<file path="config.mk">
export PLATFORM = sky130hd
export DESIGN_NAME = nx1_gram_arb_flat
export DESIGN_NICKNAME = d
export VERILOG_FILES = /design/src/rtl/nx1_pkg.sv /design/src/rtl/nx1_gram_arb_if.sv /design/src/rtl/nx1_gram_plane_dec.sv /design/src/rtl/nx1_gram_arb.sv /design/src/flat_wrapper.sv
export SDC_FILE = /design/constraint.sdc
export NUM_CORES = 1
export LEC_CHECK = 0
export CAP_MARGIN = 25
export CORE_MARGIN = 5
export CORE_UTILIZATION = 35
export CTS_CLUSTER_DIAMETER = 200
export DETAILED_ROUTE_END_ITERATION = 8
export HOLD_SLACK_MARGIN = 0.02
export PLACE_DENSITY_LB_ADDON = 0.08
export SYNTH_ARGS = -nofsm -noshare
export SYNTH_HDL_FRONTEND = slang
export SYNTH_SLANG_ARGS = --single-unit
</file>
<file path="constraint.sdc">
create_clock -name C_CLK -period 2.42 [get_ports C_CLK]
set_input_delay 0.363 -clock C_CLK [delete_from_list [all_inputs] [get_ports C_CLK]]
set_output_delay 0.363 -clock C_CLK [all_outputs]
set_load 0.01 [all_outputs]
</file>
<file path="src/rtl/nx1_pkg.sv">
// Purpose : shared X1 GRAM constants: plane codes, WE bit order, arbiter state encoding.
// Latency : n/a (declarations only).
// Backpr. : n/a.
// Contents: PL_* plane codes (from CPU A[15:14]), WE_* bit positions in the {G,R,B} buses,
//           arb_state_t, plane_byte() read-lane select helper.
package nx1_pkg;

    // Plane code carried in CPU address bits [15:14].
    localparam logic [1:0] PL_NONE = 2'b00;
    localparam logic [1:0] PL_B    = 2'b01;
    localparam logic [1:0] PL_R    = 2'b10;
    localparam logic [1:0] PL_G    = 2'b11;

    // Bit / byte-lane position of each plane in WE and data buses ({G,R,B}).
    localparam int WE_B = 0;
    localparam int WE_R = 1;
    localparam int WE_G = 2;

    typedef enum logic [1:0] {
        IDLE    = 2'd0,
        ACC_DSP = 2'd1,
        ACC_CPU = 2'd2
    } arb_state_t;

    // Pick one plane byte out of a {G,R,B} word; "no plane" reads as open bus.
    function automatic logic [7:0] plane_byte(input logic [23:0] q, input logic [1:0] sel);
        logic [7:0] b;
        case (sel)
            PL_B:    b = q[8*WE_B +: 8];
            PL_R:    b = q[8*WE_R +: 8];
            PL_G:    b = q[8*WE_G +: 8];
            default: b = 8'hFF;
        endcase
        return b;
    endfunction

endpackage

</file>
<file path="src/rtl/nx1_gram_arb_if.sv">
// Purpose : bundle of CPU, display and GRAM port signals around the GRAM arbiter.
// Latency : n/a (wiring only).
// Backpr. : CPU stalled by O_CPU_WAIT; both requesters hold REQ until their ACK pulse.
// Modports: slave  = arbiter view (I_* in, O_* out)
//           master = environment view (drives I_*, observes O_*)
interface nx1_gram_arb_if;

    logic        I_CPU_REQ;
    logic        I_CPU_WE;
    logic [15:0] I_CPU_A;
    logic [7:0]  I_CPU_D;
    logic        I_DAM;
    logic [7:0]  O_CPU_Q;
    logic        O_CPU_ACK;
    logic        O_CPU_WAIT;

    logic        I_DSP_REQ;
    logic [13:0] I_DSP_A;
    logic [23:0] O_DSP_Q;
    logic        O_DSP_ACK;

    logic [13:0] O_MEM_A;
    logic [2:0]  O_MEM_WE;
    logic [7:0]  O_MEM_D;
    logic [23:0] I_MEM_Q;

    modport slave (
        input  I_CPU_REQ, I_CPU_WE, I_CPU_A, I_CPU_D, I_DAM,
        output O_CPU_Q, O_CPU_ACK, O_CPU_WAIT,
        input  I_DSP_REQ, I_DSP_A,
        output O_DSP_Q, O_DSP_ACK,
        output O_MEM_A, O_MEM_WE, O_MEM_D,
        input  I_MEM_Q
    );

    modport master (
        output I_CPU_REQ, I_CPU_WE, I_CPU_A, I_CPU_D, I_DAM,
        input  O_CPU_Q, O_CPU_ACK, O_CPU_WAIT,
        output I_DSP_REQ, I_DSP_A,
        input  O_DSP_Q, O_DSP_ACK,
        input  O_MEM_A, O_MEM_WE, O_MEM_D,
        output I_MEM_Q
    );

endinterface

</file>
<file path="src/rtl/nx1_gram_plane_dec.sv">
// Purpose : GRAM plane decode: {A[15:14], DAM, WE} -> per-plane write mask and read lane select.
// Latency : combinational.
// Backpr. : none.
// Ports   : plane_i (A[15:14]), dam_i, we_i -> we_mask_o {G,R,B}, rd_sel_o (plane code).
module nx1_gram_plane_dec
    import nx1_pkg::*;
(
    input  logic [1:0] plane_i,
    input  logic       dam_i,
    input  logic       we_i,
    output logic [2:0] we_mask_o,
    output logic [1:0] rd_sel_o
);

    logic [2:0] onehot;

    always_comb begin
        onehot = 3'b000;
        case (plane_i)
            PL_B:    onehot[WE_B] = 1'b1;
            PL_R:    onehot[WE_R] = 1'b1;
            PL_G:    onehot[WE_G] = 1'b1;
            default: onehot = 3'b000;
        endcase
    end

    // DAM writes every plane except the addressed one; code 00 (no plane) thus hits all three.
    assign we_mask_o = !we_i ? 3'b000 : (dam_i ? ~onehot : onehot);

    // Reads ignore DAM; the plane code doubles as the lane select.
    assign rd_sel_o  = plane_i;

endmodule

</file>
<file path="src/rtl/nx1_gram_arb.sv">
// Purpose : single-port 3-plane GRAM arbiter between Z80 I/O requester and CRTC display fetch.
// Latency : grant one edge after REQ, ACK + read data MEM_LAT edges after grant; one access per MEM_LAT+1 clocks.
// Backpr. : CPU held by combinational O_CPU_WAIT; requests wait in IDLE, alternating when both pend.
// Ports   : C_CLK, I_RESET (async, active-high), bus (nx1_gram_arb_if.slave): CPU, display and GRAM port.
module nx1_gram_arb
    import nx1_pkg::*;
#(
    parameter int MEM_LAT = 1     // GRAM read latency, 1..3
) (
    input  logic          C_CLK,
    input  logic          I_RESET,
    nx1_gram_arb_if.slave bus
);

    localparam logic [1:0] LAT_LOAD = 2'(MEM_LAT - 1);

    arb_state_t  state_q,    state_d;
    logic [1:0]  lat_cnt_q,  lat_cnt_d;
    logic        last_dsp_q, last_dsp_d;
    logic        cpu_we_q,   cpu_we_d;
    logic [1:0]  rd_sel_q,   rd_sel_d;
    logic [13:0] mem_a_q,    mem_a_d;
    logic [2:0]  mem_we_q,   mem_we_d;
    logic [7:0]  mem_d_q,    mem_d_d;
    logic [7:0]  cpu_q_q,    cpu_q_d;
    logic        cpu_ack_q,  cpu_ack_d;
    logic [23:0] dsp_q_q,    dsp_q_d;
    logic        dsp_ack_q,  dsp_ack_d;

    logic        grant_dsp;
    logic        grant_cpu;
    logic [2:0]  dec_we_mask;
    logic [1:0]  dec_rd_sel;

    nx1_gram_plane_dec u_plane_dec (
        .plane_i   (bus.I_CPU_A[15:14]),
        .dam_i     (bus.I_DAM),
        .we_i      (bus.I_CPU_WE),
        .we_mask_o (dec_we_mask),
        .rd_sel_o  (dec_rd_sel)
    );

    // Display wins a tie unless it had the previous grant.
    assign grant_dsp = (state_q == IDLE) && bus.I_DSP_REQ && (!bus.I_CPU_REQ || !last_dsp_q);
    assign grant_cpu = (state_q == IDLE) && bus.I_CPU_REQ && (!bus.I_DSP_REQ ||  last_dsp_q);

    always_comb begin
        state_d    = state_q;
        lat_cnt_d  = lat_cnt_q;
        last_dsp_d = last_dsp_q;
        cpu_we_d   = cpu_we_q;
        rd_sel_d   = rd_sel_q;
        mem_a_d    = mem_a_q;
        mem_d_d    = mem_d_q;
        cpu_q_d    = cpu_q_q;
        dsp_q_d    = dsp_q_q;
        mem_we_d   = 3'b000;    // WE only ever lives in the grant cycle
        cpu_ack_d  = 1'b0;
        dsp_ack_d  = 1'b0;

        case (state_q)
            IDLE: begin
                if (grant_dsp) begin
                    state_d    = ACC_DSP;
                    mem_a_d    = bus.I_DSP_A;
                    lat_cnt_d  = LAT_LOAD;
                    last_dsp_d = 1'b1;
                end else if (grant_cpu) begin
                    state_d    = ACC_CPU;
                    mem_a_d    = bus.I_CPU_A[13:0];
                    mem_d_d    = bus.I_CPU_D;
                    mem_we_d   = dec_we_mask;
                    rd_sel_d   = dec_rd_sel;
                    cpu_we_d   = bus.I_CPU_WE;
                    lat_cnt_d  = LAT_LOAD;
                    last_dsp_d = 1'b0;
                end
            end

            ACC_DSP: begin
                if (lat_cnt_q == 2'd0) begin
                    state_d   = IDLE;
                    dsp_ack_d = 1'b1;
                    dsp_q_d   = bus.I_MEM_Q;
                end else begin
                    lat_cnt_d = lat_cnt_q - 2'd1;
                end
            end

            ACC_CPU: begin
                if (lat_cnt_q == 2'd0) begin
                    state_d   = IDLE;
                    cpu_ack_d = 1'b1;
                    // Writes keep the last read value on O_CPU_Q.
                    if (!cpu_we_q) begin
                        cpu_q_d = plane_byte(bus.I_MEM_Q, rd_sel_q);
                    end
                end else begin
                    lat_cnt_d = lat_cnt_q - 2'd1;
                end
            end

            default: state_d = IDLE;
        endcase
    end

    // Async reset aborts an in-flight access: WE and ACK drop immediately.
    always_ff @(posedge C_CLK or posedge I_RESET) begin
        if (I_RESET) begin
            state_q    <= IDLE;
            lat_cnt_q  <= 2'd0;
            last_dsp_q <= 1'b0;
            cpu_we_q   <= 1'b0;
            rd_sel_q   <= PL_NONE;
            mem_a_q    <= 14'd0;
            mem_we_q   <= 3'b000;
            mem_d_q    <= 8'h00;
            cpu_q_q    <= 8'hFF;
            cpu_ack_q  <= 1'b0;
            dsp_q_q    <= 24'd0;
            dsp_ack_q  <= 1'b0;
        end else begin
            state_q    <= state_d;
            lat_cnt_q  <= lat_cnt_d;
            last_dsp_q <= last_dsp_d;
            cpu_we_q   <= cpu_we_d;
            rd_sel_q   <= rd_sel_d;
            mem_a_q    <= mem_a_d;
            mem_we_q   <= mem_we_d;
            mem_d_q    <= mem_d_d;
            cpu_q_q    <= cpu_q_d;
            cpu_ack_q  <= cpu_ack_d;
            dsp_q_q    <= dsp_q_d;
            dsp_ack_q  <= dsp_ack_d;
        end
    end

    assign bus.O_MEM_A    = mem_a_q;
    assign bus.O_MEM_WE   = mem_we_q;
    assign bus.O_MEM_D    = mem_d_q;
    assign bus.O_CPU_Q    = cpu_q_q;
    assign bus.O_CPU_ACK  = cpu_ack_q;
    assign bus.O_DSP_Q    = dsp_q_q;
    assign bus.O_DSP_ACK  = dsp_ack_q;
    // No wait in the cycle the CPU is about to be granted, nor in its ACK cycle.
    assign bus.O_CPU_WAIT = bus.I_CPU_REQ && !cpu_ack_q && !grant_cpu;

endmodule

</file>
<file path="src/flat_wrapper.sv">
// flat-port wrapper written by rule: the top's interface ports become plain ports
module nx1_gram_arb_flat import nx1_pkg::*;
#(
    parameter int MEM_LAT = 1                               
)
  (C_CLK, I_RESET, bus_I_CPU_REQ, bus_I_CPU_WE, bus_I_CPU_A, bus_I_CPU_D, bus_I_DAM, bus_O_CPU_Q, bus_O_CPU_ACK, bus_O_CPU_WAIT, bus_I_DSP_REQ, bus_I_DSP_A, bus_O_DSP_Q, bus_O_DSP_ACK, bus_O_MEM_A, bus_O_MEM_WE, bus_O_MEM_D, bus_I_MEM_Q);
  nx1_gram_arb_if bus_i ();
  input  logic C_CLK;
  input  logic I_RESET;
  input wire logic [$bits(bus_i.I_CPU_REQ)-1:0] bus_I_CPU_REQ;
  input wire logic [$bits(bus_i.I_CPU_WE)-1:0] bus_I_CPU_WE;
  input wire logic [$bits(bus_i.I_CPU_A)-1:0] bus_I_CPU_A;
  input wire logic [$bits(bus_i.I_CPU_D)-1:0] bus_I_CPU_D;
  input wire logic [$bits(bus_i.I_DAM)-1:0] bus_I_DAM;
  output wire logic [$bits(bus_i.O_CPU_Q)-1:0] bus_O_CPU_Q;
  output wire logic [$bits(bus_i.O_CPU_ACK)-1:0] bus_O_CPU_ACK;
  output wire logic [$bits(bus_i.O_CPU_WAIT)-1:0] bus_O_CPU_WAIT;
  input wire logic [$bits(bus_i.I_DSP_REQ)-1:0] bus_I_DSP_REQ;
  input wire logic [$bits(bus_i.I_DSP_A)-1:0] bus_I_DSP_A;
  output wire logic [$bits(bus_i.O_DSP_Q)-1:0] bus_O_DSP_Q;
  output wire logic [$bits(bus_i.O_DSP_ACK)-1:0] bus_O_DSP_ACK;
  output wire logic [$bits(bus_i.O_MEM_A)-1:0] bus_O_MEM_A;
  output wire logic [$bits(bus_i.O_MEM_WE)-1:0] bus_O_MEM_WE;
  output wire logic [$bits(bus_i.O_MEM_D)-1:0] bus_O_MEM_D;
  input wire logic [$bits(bus_i.I_MEM_Q)-1:0] bus_I_MEM_Q;
  assign bus_i.I_CPU_REQ = bus_I_CPU_REQ;
  assign bus_i.I_CPU_WE = bus_I_CPU_WE;
  assign bus_i.I_CPU_A = bus_I_CPU_A;
  assign bus_i.I_CPU_D = bus_I_CPU_D;
  assign bus_i.I_DAM = bus_I_DAM;
  assign bus_O_CPU_Q = bus_i.O_CPU_Q;
  assign bus_O_CPU_ACK = bus_i.O_CPU_ACK;
  assign bus_O_CPU_WAIT = bus_i.O_CPU_WAIT;
  assign bus_i.I_DSP_REQ = bus_I_DSP_REQ;
  assign bus_i.I_DSP_A = bus_I_DSP_A;
  assign bus_O_DSP_Q = bus_i.O_DSP_Q;
  assign bus_O_DSP_ACK = bus_i.O_DSP_ACK;
  assign bus_O_MEM_A = bus_i.O_MEM_A;
  assign bus_O_MEM_WE = bus_i.O_MEM_WE;
  assign bus_O_MEM_D = bus_i.O_MEM_D;
  assign bus_i.I_MEM_Q = bus_I_MEM_Q;
  nx1_gram_arb #(.MEM_LAT(MEM_LAT)) u_core (.C_CLK(C_CLK), .I_RESET(I_RESET), .bus(bus_i));
endmodule
</file>
After elaboration in Yosys (flattened, before gate mapping)
Index checks and enable logic that the tools add are counted.

Input port bits: 68. Output and inout bits: 60. Bits in registers: 67. Word-level logic and storage cells: 75.

Add/subtract/negate cells: 1. Bitwise gates (word level): 3. Multiplexer cells: 24. Equality and inequality tests: 11. Reductions and logical operators: 24.

Operator list (number): $mux W14 (2); $pmux W8 S3 (1); $mux W3 (5); $mux W2 (6); $eq A2 B2 Y1 const B (5); $reduce_and A3 Y1 (3); $mux W1 (8); $pmux W2 S2 (2); $eq A2 B1 Y1 const B (3); $logic_and A1 B1 Y1 (6); $reduce_and A2 Y1 (3); $logic_not A1 Y1 (5); $logic_not A2 Y1 (2); $reduce_bool A2 Y1 (2); $ne A3 B1 Y1 const B (1); $not A3 Y3 (1); $logic_or A1 B1 Y1 (2); $ne A2 B1 Y1 const B (1); $ne A2 B2 Y1 const B (1); $not A1 Y1 (2); $reduce_or A2 Y1 (1); $sub A2 B1 Y2 const B (1).

Depth between registers and ports, before layout
Gate-level depths: netlist (run 1).

Depth in word-level cells: 8. Mapped depth: 7. Depth with buffers taken out: 5.

Hierarchy
Synthesis (run 1) repeated with hierarchy kept, for this count alone.

Cells, all modules: 270. Area, all modules: 3133.0 um^2.

By module, submodules not included: nx1_gram_arb (sequential area each 1686.6 um^2, area each 3057.9 um^2, cells an instance 260, times used 1); nx1_gram_plane_dec (sequential area each 0.0 um^2, area each 75.1 um^2, cells an instance 10, times used 1).

Worst setup path after synthesis (run 1)
OpenSTA, ideal clock, no wires.

Kind: reg-to-output. From: register u_core.state_q[0]. To: output port bus_O_CPU_WAIT. Required time: 2.057 ns. Path buffers: 1. Stages on the path, launching flop included: 7. Arrival time: 1.298 ns. Setup slack: 0.759 ns. Cells stage by stage: dfrtp_1 > inv_1 > ha_1 > nand2_4 > a21oi_4 > buf_8 > nor3b_1.

Word-level cells in the longest chain between the ends: 5.

Ends and longest elaborated chain: start, declared (RTL line nx1_gram_arb.sv:17) `arb_state_t state_q, state_d;`; start signal, assigned (RTL line nx1_gram_arb.sv:123) `state_q <= state_d;`; $logic_not A2 Y1 (RTL line nx1_gram_arb.sv:45) `assign grant_cpu = (state_q == IDLE) && bus.I_CPU_REQ && (!bus.I_DSP_REQ || last_dsp_q);`; $logic_and A1 B1 Y1 (2 in series) (RTL line nx1_gram_arb.sv:45); $logic_not A1 Y1 (RTL line nx1_gram_arb.sv:146) `assign bus.O_CPU_WAIT = bus.I_CPU_REQ && !cpu_ack_q && !grant_cpu;`; $logic_and A1 B1 Y1 (RTL line nx1_gram_arb.sv:146); end, declared (RTL line flat_wrapper.sv:17) `output wire logic [$bits(bus_i.O_CPU_WAIT)-1:0] bus_O_CPU_WAIT;`.

No other way between the ends.

Final worst setup path (run 1)
Same ends and word-level chain as after synthesis.

==> results.sh, run 1 <==
export IMPL_nFillCells=764
export IMPL_synth_seq_cells=67
export IMPL_rsz0062_at_grt="false"
export IMPL_hold_class="in -> async"
export IMPL_final_cells=503
export IMPL_crit_chain="inv_1 > ha_1 > nand2_4 > a21oi_4 > nor3b_1 > dlymetal6s2s_1"
export IMPL_final_period_utilization_pct=81.1
export IMPL_final_common_cell="clkdlybuf4s50_1"
export IMPL_power_internal_mw=3.79
export IMPL_critPathBufInv=2
export IMPL_slew_headroom_pct=59.1
export IMPL_layout_common_cells="clkdlybuf4s50_1, dfrtp_1, mux2_2"
export IMPL_leakage_nw=1.97
export IMPL_status="completed"
export IMPL_h_tree_depth=3
export IMPL_cts_path_max_buffers=2
export IMPL_p_seq_share_pct=35.6
export IMPL_antenna_found_initial=0
export IMPL_ir_worst_vdd_mv=0.556
export IMPL_cap_violations=0
export IMPL_worstPathRequired_ns=2.06
export IMPL_cp_top_family="flip-flops"
export IMPL_worstSetupPathType="reg -> out"
export IMPL_synth_top_area_share_pct=48.7
export IMPL_ys_seq_area_share_pct=55.7
export IMPL_die_h_um=103
export IMPL_ant_nets=0
export IMPL_reg2reg_depth=6
export IMPL_antennaDiodeCount=0
export IMPL_synth_compound_area_share_pct=10.9
export IMPL_synth_xor_area_share_pct=0.867
export IMPL_numCtsBuffers=9
export IMPL_clk_pin_slew_ns=0.07
export IMPL_max_freq_ghz=0.509
export IMPL_synth_top_family_by_area="multiplexers"
export IMPL_grt_max_degree=29
export IMPL_grt_pass1_wl_um=12600
export IMPL_fp_coreArea_um2=8590
export IMPL_num_nets_final=463
export IMPL_fin_crit_ns=1.96
export IMPL_p_sw_mw=1.91
export IMPL_port_buffers=127
export IMPL_synthMuxAreaShare_pct=16.3
export IMPL_place_inst=487
export IMPL_synth_distinct_cells=33
export IMPL_swShare_pct=33.5
export IMPL_tightest_slew_ns=0.611
export IMPL_multi_input_area_um2=1240
export IMPL_synth_area_top_cells="dfrtp_1, mux2_2, dfstp_2, nand2_1, nor2_1"
export IMPL_grtUsageMet2_pct=24.2
export IMPL_io_pins=128
export IMPL_end_kind="output pin"
export IMPL_drc=0
export IMPL_die_area_um2=10600
export IMPL_reg2reg_slack_ns=0.67
export IMPL_r2r_end="u_core.cpu_we_q"
export IMPL_first_global_vias=2524
export IMPL_hold_buffers=0
export IMPL_synth_top_area_cell="dfrtp_1"
export IMPL_gp_congestion=0.723
export IMPL_synthAdderAreaFrac_pct=2.06
export IMPL_syn_num_nets=330
export IMPL_reg2reg_from="u_core.state_q[0]"
export IMPL_critPathArrivalTime_ns=1.60
export IMPL_cts_sinks=67
export IMPL_start_kind="flip-flop"
export IMPL_ff_latch_area_um2=1690
export IMPL_finalSetupViolCount=0
export IMPL_drt_iter0_drc=39
export IMPL_rows=34
export IMPL_grt_usage_pct=15.3
export IMPL_clkPwrFrac_pct=16.0
export IMPL_dr_pass1_iters=4
export IMPL_power_mw=5.70
export IMPL_setup_ws_ns=0.456
export IMPL_routed_wl_um=7570
export IMPL_cts_root_buf="clkbuf_8"
export IMPL_finalHoldViolCount=0
export IMPL_slowest_stage="dfrtp_1"
export IMPL_use_met3_pct=5.28
export IMPL_die_x_um=103
export IMPL_yosysWarnings=0
export IMPL_use_met1_pct=19.4
export IMPL_drive_above_1_share_pct=19.0
export IMPL_clock_latency_ns=0.34
export IMPL_fin_area_um2=4640
export IMPL_wl_per_cell_um=15.1
export IMPL_synthSimpleGateAreaFrac_pct=10.9
export IMPL_syn_instance_count=257
export IMPL_overflow=0
export IMPL_netlist_area_um2=3030
export IMPL_vias=2329
export IMPL_critical_path_max_stage_delay_ns=0.38
export IMPL_power_per_cell_area_nw_per_um2=1230
export IMPL_cp_max_fo=5
export IMPL_cts_tree="built"
export IMPL_place_area_um2=4440
export IMPL_finClkSkew_ns=0.00904
export IMPL_place_hpwl_um=5700
export IMPL_drv_slew=0
export IMPL_pre_cts_ws_ns=0.327
export IMPL_comb_power_share_pct=48.4
export IMPL_areaGrowthSynthToFinish_pct=53.1
export IMPL_grt_busiest_layer="met2"
export IMPL_initial_core_util_pct=35.3
export IMPL_setup_tns_final_ns=0
export IMPL_avgSynthCellArea_um2=11.8
export IMPL_viasPerCell=4.63
==> state kept, by name, indices dropped and copies added, names as in the netlist <==
signal                count
u_core.bus.O_DSP_Q       24
u_core.bus.O_MEM_A       14
u_core.bus.O_CPU_Q        8
u_core.bus.O_MEM_D        8
u_core.bus.O_MEM_WE       3
u_core.lat_cnt_q          2
u_core.rd_sel_q           2
u_core.state_q            2
u_core.bus.O_CPU_ACK      1
u_core.bus.O_DSP_ACK      1
u_core.cpu_we_q           1
u_core.last_dsp_q         1
==> power groups by stage <==
stage / clock network, mW / registers (mW) / logic [mW]
finish: 0.911 / 2.03 / 2.76
global route: 0.993 / 2.12 / 3.02
CTS: 0.948 / 2.04 / 2.82
detailed placement: 0 / 2.06 / 2.82
global placement: 0 / 2.03 / 2.78
floorplan: 0 / 2.22 / 1.27
==> metrics by stage <==
stage                     hold WS, ns  util (%)
after floorplan                 0.471         -
after global placement          0.459      51.7
after detailed placement        0.462      51.7
after CTS                       0.391      53.9
after global routing            0.423      54.0
final                           0.373      54.0
==> repair_timing <==
| action | CTS | global route |
|---|---|---|
| setup buffers | 0 | 0 |
| resized for setup | 0 | 1 |
| setup endpoints to repair | 0 | 1 |
==> kinds of logic (layout without fill, tap and decap cells) <==
group / count (synthesis) / in the layout
buffers and inverters: 20 / 158
AOI/OAI and AO/OA: 48 / 48
DFF: 67 / 67
xor gates and xnor gates: 3 / 3
muxes: 43 / 43
and+or+nand+nor: 71 / 71
adders and majority gates: 5 / 5
==> layout make-up <==
type,count,area share (%)
Tap cell,108,2.91
Inverter,8,0.647
Sequential cell,67,36.4
Timing Repair Buffer,134,29.1
Multi-Input combinational cell,170,26.8
Clock inverter,7,1.48
Clock buffer,9,2.67
==> synth_stat cells <==
| cell type | instances |
|---|---|
| a21bo_2 | 1 |
| o21a_1 | 1 |
| nand2b_1 | 4 |
| nor2_1 | 25 |
| buf_4 | 2 |
| a22o_2 | 1 |
| mux2_2 | 30 |
| o21ai_0 | 16 |
| nand2_4 | 1 |
| clkbuf_1 | 2 |
| and2_1 | 9 |
| nand2_1 | 26 |
| buf_8 | 1 |
| o31ai_1 | 8 |
| a211o_1 | 1 |
| a21oi_4 | 1 |
| inv_1 | 8 |
| and3_2 | 3 |
| o22ai_1 | 1 |
| dfstp_2 | 8 |
| a31oi_1 | 14 |
| mux2_4 | 5 |
| buf_2 | 6 |
| a21boi_4 | 1 |
| a22o_1 | 2 |
| mux2i_1 | 8 |
| nand3b_1 | 1 |
| buf_1 | 1 |
| nor3b_1 | 2 |
| ha_1 | 5 |
| a2bb2oi_1 | 1 |
| dfrtp_1 | 59 |
| xnor2_1 | 3 |
==> layer usage <==
| metal | vias up | part of all wire [%] |
|---|---|---|
| met5 | - | 0 |
| met4 | 0 | 1.6 |
| met3 | 10 | 9.3 |
| met2 | 85 | 46 |
| met1 | 1069 | 43 |
| li1 | 1165 | - |
==> how the worst max path moves through the flow <==
stage	end	from	depth (start not counted)	slack, ns
2_1_floorplan	u_core.bus.O_CPU_ACK	I_RESET	1	0.39
3_3_place_gp	bus_O_CPU_WAIT	bus_I_DSP_REQ	4	0.31
3_5_place_dp	bus_O_CPU_WAIT	bus_I_DSP_REQ	4	0.33
4_1_cts	bus_O_CPU_WAIT	u_core.state_q[0]	6	0.07
5_1_grt	bus_O_CPU_WAIT	u_core.state_q[1]	6	0.36
6_report	bus_O_CPU_WAIT	u_core.state_q[0]	6	0.46
No activity file was read; power rests on OpenSTA's default activity.
==> run 2: changes to the inputs <==
clock period = 1.7 ns   (was 2.42 ns; I/O delays follow)
==> run 2 against run 1 <==
Against the previous run:
- clock skew up 0.0044 ns
- first-iteration DRC count is 26% higher
- via count rose by 4.1%
- cell area up 3.7%
- global-route usage is 0.37 points lower
- clock power rose by 78%
- setup slack lost 0.42 ns
- sequential power grew 42%
- clock-buffer cell count stayed put
- sequential share of layout area down 1.3 points
- non-clock buffer count grew 10
- die area unchanged
- highest routed layer unchanged
==> results.sh, run 2 (synthesis gave the netlist of run 1 again) <==
export IMPL_critical_path_max_stage_delay_ns=0.54
export IMPL_worstPathRequired_ns=1.44
export IMPL_reg2reg_depth=6
export IMPL_ant_nets=0
export IMPL_pre_cts_ws_ns=-0.186
export IMPL_power_mw=8.69
export IMPL_place_hpwl_um=5710
export IMPL_cp_max_fo=2
export IMPL_use_met1_pct=18.1
export IMPL_gp_congestion=0.720
export IMPL_antennaDiodeCount=0
export IMPL_drc=0
export IMPL_hold_class="in -> async"
export IMPL_wl_per_cell_um=14.9
export IMPL_layout_common_cells="clkdlybuf4s50_1, dfrtp_1, mux2_2"
export IMPL_use_met3_pct=4.40
export IMPL_critPathBufInv=1
export IMPL_critPathArrivalTime_ns=1.41
export IMPL_setup_ws_ns=0.0367
export IMPL_hold_ws_ns=0.307
export IMPL_end_kind="output pin"
export IMPL_die_h_um=103
export IMPL_areaGrowthSynthToFinish_pct=58.7
export IMPL_grt_usage_pct=15.0
export IMPL_clock_latency_ns=0.34
export IMPL_slowest_stage="clkdlybuf4s50_1"
export IMPL_leakage_nw=2.08
export IMPL_routed_wl_um=7650
export IMPL_h_tree_depth=3
export IMPL_antenna_found_initial=0
export IMPL_cp_top_family="buffers and inverters"
export IMPL_max_freq_ghz=0.601
export IMPL_die_area_um2=10600
export IMPL_grt_pass1_wl_um=12400
export IMPL_cts_root_buf="clkbuf_8"
export IMPL_grt_max_degree=34
export IMPL_status="completed"
export IMPL_dr_pass1_iters=4
export IMPL_finalSetupViolCount=0
export IMPL_worstSetupPathType="reg -> out"
export IMPL_finalHoldViolCount=0
export IMPL_cap_violations=0
export IMPL_drive_above_1_share_pct=22.2
export IMPL_finClkSkew_ns=0.0135
export IMPL_ir_worst_vdd_mv=1.20
export IMPL_overflow=0
export IMPL_cts_path_max_buffers=2
export IMPL_grt_busiest_layer="met2"
export IMPL_io_pins=128
export IMPL_first_global_vias=2483
export IMPL_drv_slew=0
export IMPL_clk_pin_slew_ns=0.08
export IMPL_initial_core_util_pct=35.3
export IMPL_numCtsBuffers=9
export IMPL_fp_coreArea_um2=8590
export IMPL_r2r_end="u_core.bus.O_MEM_D[6]"
export IMPL_reg2reg_slack_ns=0.13
export IMPL_grtUsageMet2_pct=25.0
export IMPL_fin_util_pct=56.0
export IMPL_power_per_cell_area_nw_per_um2=1810
export IMPL_cts_setup_buffers=0
export IMPL_drt_iter0_drc=49
export IMPL_vias=2425
export IMPL_cts_sinks=67
export IMPL_num_nets_final=473
export IMPL_tightest_slew_ns=0.522
export IMPL_final_common_cell="clkdlybuf4s50_1"
export IMPL_nFillCells=751
export IMPL_slew_headroom_pct=65.2
export IMPL_rows=34
export IMPL_reg2reg_from="u_core.state_q[1]"
export IMPL_cts_tree="built"
export IMPL_start_kind="flip-flop"
export IMPL_fin_crit_ns=1.66
export IMPL_viasPerCell=4.73
export IMPL_port_buffers=127
export IMPL_crit_chain="clkdlybuf4s50_1"
export IMPL_largest_reg_flops=24
export IMPL_die_x_um=103
export IMPL_rsz0062_at_grt="false"
export IMPL_final_period_utilization_pct=97.8
-- run 2: cell types whose count changed in the layout (fill, tap and decap cells not counted) --
cell	change
buf_4	+8
clkdlybuf4s50_1	-4
dlymetal6s2s_1	+3
buf_12	+2
bufinv_16	+2
inv_1	-2
buf_2	+1
clkinv_2	-1
ha_1	-1
ha_4	+1
inv_2	+1
nor3b_1	-1
nor3b_2	+1
-- run 2: power breakdown --
part / leakage, nW / switching [mW] / total, mW / internal, mW
clock network: 0.119 / 0.643 / 1.62 / 0.972
logic: 1.18 / 1.69 / 4.19 / 2.50
registers: 0.780 / 0.453 / 2.88 / 2.43
-- run 2: area by class of cell --
type / instances / area, um2 / share of cell area (%)
sequential: 67 / 1690 / 35.1
timing repair buffer: 144 / 1450 / 30.2
multi-input combinational: 170 / 1260 / 26.2
tap: 108 / 135 / 2.81
clock buffer: 9 / 124 / 2.58
clock inverter: 7 / 116 / 2.42
inverter: 8 / 33.8 / 0.702
-- run 2: what timing repair did --
| item | 4_1_cts | 5_1_grt |
|---|---|---|
| hold endpoints to repair | 0 | 0 |
| pin swaps | 0 | 1 |
| gates resized for setup | 5 | 8 |
| endpoints found under the setup margin | 1 | 6 |
| hold buffers | 0 | 0 |
-- run 2: worst max-delay path by stage --
stage	startpoint	to	slack (ns)	depth (start not counted)
after floorplan	u_core.state_q[0]	u_core.bus.O_MEM_D[0]	0.10	6
after global placement	bus_I_DSP_REQ	bus_O_CPU_WAIT	-0.22	4
after detailed placement	bus_I_DSP_REQ	bus_O_CPU_WAIT	-0.19	4
after CTS	u_core.bus.O_CPU_Q[2]	bus_O_CPU_Q[2]	0.0006	1
after global routing	u_core.bus.O_CPU_Q[4]	bus_O_CPU_Q[4]	0.004	1
final	u_core.bus.O_CPU_Q[4]	bus_O_CPU_Q[4]	0.04	1
-- run 2: routing by layer --
metal / routed length [um] / part of all wire, %
met1: 3230 / 42
met2: 3680 / 48
met3: 627 / 8.2
met4: 108 / 1.4
met5: 0 / 0
-- run 2: stage by stage --
step,cell area (um2),std cells,setup TNS [ns]
floorplan,3030,257,0
global placement,4550,497,-0.371
detailed placement,4550,497,-0.567
CTS,4780,513,0
global route,4810,513,0
finish,4810,513,0
